<file path="src/rtl/led_panel_pkg.sv">
// Shared constants and parser state type for the LED panel frame loader.
// Imported by the frame loader top and its double-buffer store.
package led_panel_pkg;

    localparam logic [7:0] SYNC_BYTE  = 8'hA5;
    localparam logic [7:0] CMD_LOAD   = 8'h01;
    localparam logic [7:0] CMD_COLOUR = 8'h02;
    localparam logic [7:0] CMD_CLEAR  = 8'h03;

    localparam int FRAME_COLS = 16;
    localparam int ROW_BITS   = 8;
    localparam int COL_BITS   = $clog2(FRAME_COLS);

    typedef enum logic [1:0] {
        IDLE    = 2'd0,
        CMD     = 2'd1,
        PAYLOAD = 2'd2,
        CHECK   = 2'd3
    } parser_state_t;

endpackage

</file>
<file path="src/rtl/led_frame_dbuf.sv">
// Double-buffered 16x8 frame store: back-side write/clear, swap on request,
// combinational read of the display side.
module led_frame_dbuf
    import led_panel_pkg::*;
(
    input  logic                clk,
    input  logic                reset,
    input  logic                wr_en,
    input  logic [COL_BITS-1:0] wr_addr,
    input  logic [ROW_BITS-1:0] wr_data,
    input  logic                clear,
    input  logic                swap,
    input  logic [COL_BITS-1:0] rd_col,
    output logic [ROW_BITS-1:0] rd_data
);

    logic disp_sel_reg;
    logic [FRAME_COLS-1:0][ROW_BITS-1:0] buf0_flat;
    logic [FRAME_COLS-1:0][ROW_BITS-1:0] buf1_flat;

    // The back buffer is whichever one is not being displayed.
    logic back0_sel;
    assign back0_sel = disp_sel_reg;

    always_ff @(posedge clk or posedge reset) begin
        if (reset) begin
            disp_sel_reg <= 1'b0;
        end else if (swap) begin
            disp_sel_reg <= ~disp_sel_reg;
        end
    end

    genvar gi;
    generate
        for (gi = 0; gi < FRAME_COLS; gi++) begin : g_col
            logic [ROW_BITS-1:0] col0_reg;
            logic [ROW_BITS-1:0] col1_reg;
            logic                hit;

            assign hit = wr_en && (wr_addr == COL_BITS'(gi));

            always_ff @(posedge clk or posedge reset) begin
                if (reset) begin
                    col0_reg <= '0;
                    col1_reg <= '0;
                end else if (back0_sel) begin
                    if (clear)    col0_reg <= '0;
                    else if (hit) col0_reg <= wr_data;
                end else begin
                    if (clear)    col1_reg <= '0;
                    else if (hit) col1_reg <= wr_data;
                end
            end

            assign buf0_flat[gi] = col0_reg;
            assign buf1_flat[gi] = col1_reg;
        end
    endgenerate

    assign rd_data = disp_sel_reg ? buf1_flat[rd_col] : buf0_flat[rd_col];

endmodule

</file>
<file path="src/rtl/led_frame_loader.sv">
// UART packet parser feeding a double-buffered LED frame store and colour
// register; frames become visible only at a driver frame boundary.
module led_frame_loader #(
    parameter logic [7:0] SYNC_BYTE    = led_panel_pkg::SYNC_BYTE,
    parameter int         TIMEOUT_CLKS = 1024,
    parameter logic [2:0] RGB_RESET    = 3'b101
) (
    input  logic       clk,
    input  logic       reset,
    input  logic [7:0] rx_data,
    input  logic       rx_dv,
    input  logic       frame_sync,
    input  logic [3:0] rd_col,
    output logic [7:0] rd_data,
    output logic [2:0] rgb,
    output logic       frame_pending,
    output logic       busy,
    output logic       err
);

    import led_panel_pkg::*;

    localparam int TW = $clog2(TIMEOUT_CLKS);
    localparam logic [TW-1:0] TMO_LAST = TW'(TIMEOUT_CLKS - 1);

    parser_state_t state_reg, state_next;
    logic [COL_BITS-1:0] idx_reg, idx_next;
    logic [7:0]          cmd_reg, cmd_next;
    logic [7:0]          chk_reg, chk_next;
    logic [2:0]          colour_reg, colour_next;
    logic [TW-1:0]       tmo_cnt_reg, tmo_cnt_next;
    logic [2:0]          rgb_reg;
    logic                pending_reg, pending_next;
    logic                err_reg, err_next;

    logic wr_en, clear, swap, pending_clr;
    logic commit_load, commit_colour;
    logic timeout, last_payload;

    assign timeout      = (state_reg != IDLE) && !rx_dv && (tmo_cnt_reg == TMO_LAST);
    assign last_payload = (cmd_reg == CMD_LOAD) ? (idx_reg == COL_BITS'(FRAME_COLS - 1)) : 1'b1;

    always_ff @(posedge clk or posedge reset) begin
        if (reset) begin
            state_reg   <= IDLE;
            idx_reg     <= '0;
            cmd_reg     <= '0;
            chk_reg     <= '0;
            colour_reg  <= '0;
            tmo_cnt_reg <= '0;
            rgb_reg     <= RGB_RESET;
            pending_reg <= 1'b0;
            err_reg     <= 1'b0;
        end else begin
            state_reg   <= state_next;
            idx_reg     <= idx_next;
            cmd_reg     <= cmd_next;
            chk_reg     <= chk_next;
            colour_reg  <= colour_next;
            tmo_cnt_reg <= tmo_cnt_next;
            pending_reg <= pending_next;
            err_reg     <= err_next;
            if (commit_colour) rgb_reg <= colour_reg;
        end
    end

    always_comb begin
        state_next    = state_reg;
        idx_next      = idx_reg;
        cmd_next      = cmd_reg;
        chk_next      = chk_reg;
        colour_next   = colour_reg;
        err_next      = 1'b0;
        wr_en         = 1'b0;
        clear         = 1'b0;
        pending_clr   = 1'b0;
        commit_load   = 1'b0;
        commit_colour = 1'b0;

        case (state_reg)
            IDLE: begin
                if (rx_dv && rx_data == SYNC_BYTE) state_next = CMD;
            end
            CMD: begin
                if (rx_dv) begin
                    cmd_next = rx_data;
                    chk_next = rx_data;
                    idx_next = '0;
                    case (rx_data)
                        CMD_LOAD: begin
                            state_next  = PAYLOAD;
                            pending_clr = 1'b1;
                        end
                        CMD_COLOUR: state_next = PAYLOAD;
                        CMD_CLEAR:  state_next = CHECK;
                        default: begin
                            state_next = IDLE;
                            err_next   = 1'b1;
                        end
                    endcase
                end
            end
            PAYLOAD: begin
                if (rx_dv) begin
                    chk_next = chk_reg ^ rx_data;
                    idx_next = idx_reg + 1'b1;
                    if (cmd_reg == CMD_LOAD) wr_en = 1'b1;
                    else                     colour_next = rx_data[2:0];
                    if (last_payload) state_next = CHECK;
                end
            end
            CHECK: begin
                if (rx_dv) begin
                    state_next = IDLE;
                    if (rx_data == chk_reg) begin
                        commit_load   = (cmd_reg == CMD_LOAD);
                        commit_colour = (cmd_reg == CMD_COLOUR);
                        clear         = (cmd_reg == CMD_CLEAR);
                    end else begin
                        err_next = 1'b1;
                    end
                end
            end
            default: state_next = IDLE;
        endcase

        if (timeout) begin
            state_next = IDLE;
            err_next   = 1'b1;
        end
    end

    always_comb begin
        tmo_cnt_next = tmo_cnt_reg + 1'b1;
        if (state_reg == IDLE || rx_dv || timeout) tmo_cnt_next = '0;
    end

    // Swap looks at the registered pending flag, so a commit landing on the
    // same frame_sync waits for the next boundary.
    assign swap = frame_sync && pending_reg;

    always_comb begin
        pending_next = pending_reg;
        if (swap || pending_clr)     pending_next = 1'b0;
        if (commit_load || clear)    pending_next = 1'b1;
    end

    led_frame_dbuf u_dbuf (
        .clk     (clk),
        .reset   (reset),
        .wr_en   (wr_en),
        .wr_addr (idx_reg),
        .wr_data (rx_data),
        .clear   (clear),
        .swap    (swap),
        .rd_col  (rd_col),
        .rd_data (rd_data)
    );

    assign rgb           = rgb_reg;
    assign frame_pending = pending_reg;
    assign busy          = (state_reg != IDLE);
    assign err           = err_reg;

endmodule

</file>
<file path="config.mk">
export PLATFORM = sky130hd
export DESIGN_NAME = led_frame_loader
export DESIGN_NICKNAME = d
export VERILOG_FILES = /design/src/rtl/led_panel_pkg.sv /design/src/rtl/led_frame_dbuf.sv /design/src/rtl/led_frame_loader.sv
export SDC_FILE = /design/constraint.sdc
export NUM_CORES = 1
export LEC_CHECK = 0
export CELL_PAD_IN_SITES_DETAIL_PLACEMENT = 0
export CELL_PAD_IN_SITES_GLOBAL_PLACEMENT = 1
export CORE_MARGIN = 1
export CORE_UTILIZATION = 53
export CTS_CLUSTER_SIZE = 12
export DETAILED_ROUTE_END_ITERATION = 10
export GPL_TIMING_DRIVEN = 1
export PLACE_DENSITY_LB_ADDON = 0.1
export SYNTH_ARGS = -nofsm -noshare
export SYNTH_HDL_FRONTEND = slang
export SYNTH_SLANG_ARGS = --single-unit
</file>
<file path="constraint.sdc">
create_clock -name clk -period 18.5 [get_ports clk]
set_clock_uncertainty 0.15 [all_clocks]
set_input_delay 3.7 -clock clk [delete_from_list [all_inputs] [get_ports clk]]
set_output_delay 3.7 -clock clk [all_outputs]
set_load 0.1 [all_outputs]
</file>
-- Yosys cells after proc, flatten, opt, wreduce, memory -nomap -nowiden
Cells that the tools add are included.
- input bits: 16
- word-level logic and storage cells: 242
- register bits: 297
- output and inout bits: 14
- mux-type cells: 76
- equal/unequal tests: 34
- add/sub/neg operators: 2
- reductions and logical operators: 84
- magnitude comparators: 1
- bitwise gates (word level): 3
- operators with widths (cell ; count):
    $mux 8 ; 37
    $reduce_and 2->1 ; 33
    $bmux 8 s4 ; 2
    $reduce_bool 2->1 ; 19
    $eq 4x4->1 const B ; 8
    $eq 8x2->1 const B ; 4
    $mux 1 ; 23
    $logic_and 1x1->1 ; 20
    $eq 4x3->1 const B ; 4
    $eq 8x1->1 const B ; 2
    $pmux 8 s2 ; 1
    $ne 3x3->1 const B ; 5
    $mux 2 ; 6
    $add 10x1->10 const B ; 1
    $eq 10x10->1 const B ; 1
    $mux 10 ; 1
    $eq 4x2->1 const B ; 2
    $eq 8x8->1 ; 1
    $eq 8x8->1 const B ; 1
    $mux 4 ; 2
    $pmux 2 s4 ; 1
    $pmux 4 s2 ; 1
    $xor 8x8->8 ; 1
    $reduce_and 3->1 ; 2
    16 further kinds ; 22

-- Logic depth before layout (Yosys ltp)
- depth after elaboration: 7
- mapped depth: 9

-- Modules after synthesis
Synthesis repeated with hierarchy kept, for this count alone.
- cell total of the unflattened synthesis: 946
- area, all modules: 13934.6 um^2
- by module, submodules not included (module ; area each (um^2) ; sequential area each (um^2) ; cells an instance ; times used):
    led_frame_dbuf ; 11863.9 ; 6431.2 ; 733 ; 1
    led_frame_loader ; 2070.7 ; 1003.5 ; 213 ; 1

-- Worst setup path after synthesis
Ideal clock, no wire load.
- path kind: in2out
- from: input port rd_col[0]
- to: output port rd_data[0]
- stages on the path: 6
- setup slack: 7.119 ns
- path buffers: 3
- required time: 14.650 ns
- data arrival time: 7.531 ns
- path through: buf_4 > buf_4 > buf_2 > mux4_2 > o22ai_1 > nor4_1
- longest elaborated chain between the ends: 3
- ends and longest elaborated chain (what ; line ; source):
    start: declaration ; led_frame_loader.sv:13 ; input logic [3:0] rd_col,
    $bmux 8 s4 ; led_frame_dbuf.sv:60 ; assign rd_data = disp_sel_reg ? buf1_flat[rd_col] : buf0_flat[rd_col];
    $mux 8 (not written as such) ; led_frame_dbuf.sv:60 ;
    $mux 8 * ; led_frame_dbuf.sv:60 ;
    end: declaration ; led_frame_loader.sv:14 ; output logic [7:0] rd_data,
Every way passes the cells marked *; elsewhere a longest branch is shown, timed or not. The select of a mux whose other input is x is not followed.

-- Worst setup path after layout
- from: input port rd_col[0]
- to: output port rd_data[7]
The elaborated chain is that of the path after synthesis.

==> run summary <==
outcome: completed
total grt overflow: 0
Top Ports: 30
area delta synth->final: 7.89%
final count of pins violating max slew: 0
initial DRC count: 1484
Layout Nets: 1638
Worst-Margin Slew: 1250 ps
most numerous cell in the Yosys netlist: nand2_1
drt pass-1 iters: 5
via count: 13200
crit-path max FO: 54
worst vdd ir: 0.0794 mV
Post-Syn Area: 0.0160 mm2
clock sink total: 297
max_slew headroom: 0.164
Gate Count Post-Synth: 1705
Clock Root Buffer: clkbuf_16
H-tree Lvls: 2
CTS clk-pin slew, worst paths: 60 ps
postcts setup bufs: 0
Starting Density: 0.540
Post-synth ARST share: 1.00
Post-DRT Antenna Nets: 0
Max Root-Sink Buffers: 3
final wirelength: 50600 um
met3 GRT Util: 0.0864
Post-DP HPWL: 30800 um
M2 GR Usage: 0.478
Post-synth top cells: nand2_1 (300), dfrtp_1 (295), o21ai_0 (238)
PortBufs: 29
All-Layer GR Usage: 0.340
max_cap viols: 0
diode count: 0
met1 usage: 0.511
vias in the first global route: 12600
post-synth cell types: 49
share of layout cells above drive strength 1: 0.0943
finished layout cell area: 0.0173 mm2
HP Class: flop to flop
GP Congestion: 0.910
synth top area cells: dfrtp_1 (46%), mux4_2 (9.0%), o21ai_0 (7.4%)
min cycle time layout: 11040 ps
CP arrival: 7190 ps
TritonCTS Buffers: 36
CTS-repair resized insts: 0
gr busiest metal: met1
Placeable Area: 0.0296 mm2
post-route setup TNS: 0 ps
Die Y: 176 um
syn avg cell area: 9.38 um2
Rows: 63
Synth top area share: 0.462
Fin. Hold Viols: 0
Worst setup EP type: output pin
crit share post-route: 0.597
fmax: 90.6 MHz
via-per-instance ratio: 6.51
Primary FF master, synth: dfrtp_1
# hold bufs at CTS: 0
CP Class: input port to output pin
post-synth top area cell: dfrtp_1
pwr dens: 87.8 mW/mm2
sequential area share after synthesis: 0.465
Cell Area, Placed: 0.0161 mm2
critical path data required time: 14650 ps
Critical Path Start Type: input port
DRC violations left: 0
Leak: 7.12 nW
Seq cells post-synth: 297
first-pass GRT wire length: 79100 um
RSZ-0062 raised after global routing: false
largest net degree at the start of global routing: 241
final setup violation count: 0
WL per Instance: 24.9 um
Finished Core Util: 0.582
Post-synth EDFFs: 0
DIE WIDTH: 176 um
Synth Warn #: 0
TritonCTS clock tree: yes
syn_nets: 1726
Worst-Skew Late Latency: 510 ps
initial antenna violation count: 1
die area: 0.0309 mm2
==> cell type report <==
cell class              count  area (um2)
fillers                  2602       12400
multi-input cells        1211        7650
flip-flops and latches    297        7440
clock buffers              60        1120
well taps                 390         488
repair buffers             47         443
inverters                  24        97.6
clock inverters             4        20.0
==> layer usage <==
metal  share of wire  vias up
li1                -     5880
met5         0.00026        -
met2            0.43      638
met3            0.10       97
met4           0.029        2
met1            0.44     6624
==> worst paths after layout <==
path	from	to	slack, ps	depth (start not counted)
worst max-delay path	rd_col[0]	rd_data[7]	7460	6
min in group asynchronous	reset	u_dbuf.g_col[14].col1_reg[7]	3650	2
max in group asynchronous	reset	u_dbuf.g_col[6].col1_reg[1]	12390	4
worst min register to register	cmd_reg[6]	cmd_reg[6]	330	2
worst max register to register	u_dbuf.back0_sel	u_dbuf.g_col[14].col0_reg[2]	15350	4
worst min-delay path	cmd_reg[6]	cmd_reg[6]	330	2
==> metrics by stage <==
step                instances  worst slack (ps)  hold slack (ps)  total power [mW]
floorplan                1705              6450              297             0.801
global placement         1969              7600              310             0.834
detailed placement       1969              7500              316             0.838
CTS                      2033              7500              332              1.53
global route             2033              7360              368              1.56
finish                   2033              7460              331              1.52
==> placed cells by master (no fill, tap or decap), types with 10 or more instances in the layout <==
| cell type | synthesis | final |
|---|---|---|
| nand2_1 | 300 | 300 |
| dfrtp_1 | 295 | 294 |
| o21ai_0 | 238 | 238 |
| a22oi_1 | 128 | 128 |
| nor2b_1 | 125 | 125 |
| a21oi_1 | 124 | 124 |
| mux4_2 | 64 | 64 |
| o22ai_1 | 48 | 48 |
| clkbuf_16 | 0 | 37 |
| nor2_1 | 33 | 33 |
| clkdlybuf4s50_1 | 0 | 27 |
| and2_1 | 23 | 23 |
| inv_1 | 23 | 22 |
| buf_4 | 14 | 17 |
| nand3_1 | 13 | 13 |
| o21ai_1 | 12 | 12 |
| clkbuf_1 | 66 | 12 |
| clkbuf_8 | 0 | 11 |
| a31o_1 | 10 | 10 |
==> kinds of logic (layout without fill, tap and decap cells) <==
group / Yosys count / after routing / share of synthesized area
AOI/OAI and AO/OA: 576 / 576 / 0.210
xor gates and xnor gates: 15 / 15 / 0.00821
adders and majority gates: 5 / 5 / 0.00391
buffers and inverters: 197 / 135 / 0.0574
DFF: 297 / 297 / 0.465
muxes: 70 / 70 / 0.0943
and+or+nand+nor: 545 / 545 / 0.161
==> power by group <==
group          internal [mW]  switching (mW)  leakage, nW  total (mW)
clock                  0.412           0.278        0.565       0.690
sequential             0.671          0.0192         4.04       0.691
combinational         0.0426          0.0925         2.52       0.135
==> worst max-delay path: stages <==
cell and delay (ps):
buf_4 210, buf_4 760, mux4_2 360, o22ai_1 110
nor4_1 730, clkdlybuf4s50_1 1270
Note: power is estimated with default switching activity, not from simulation.
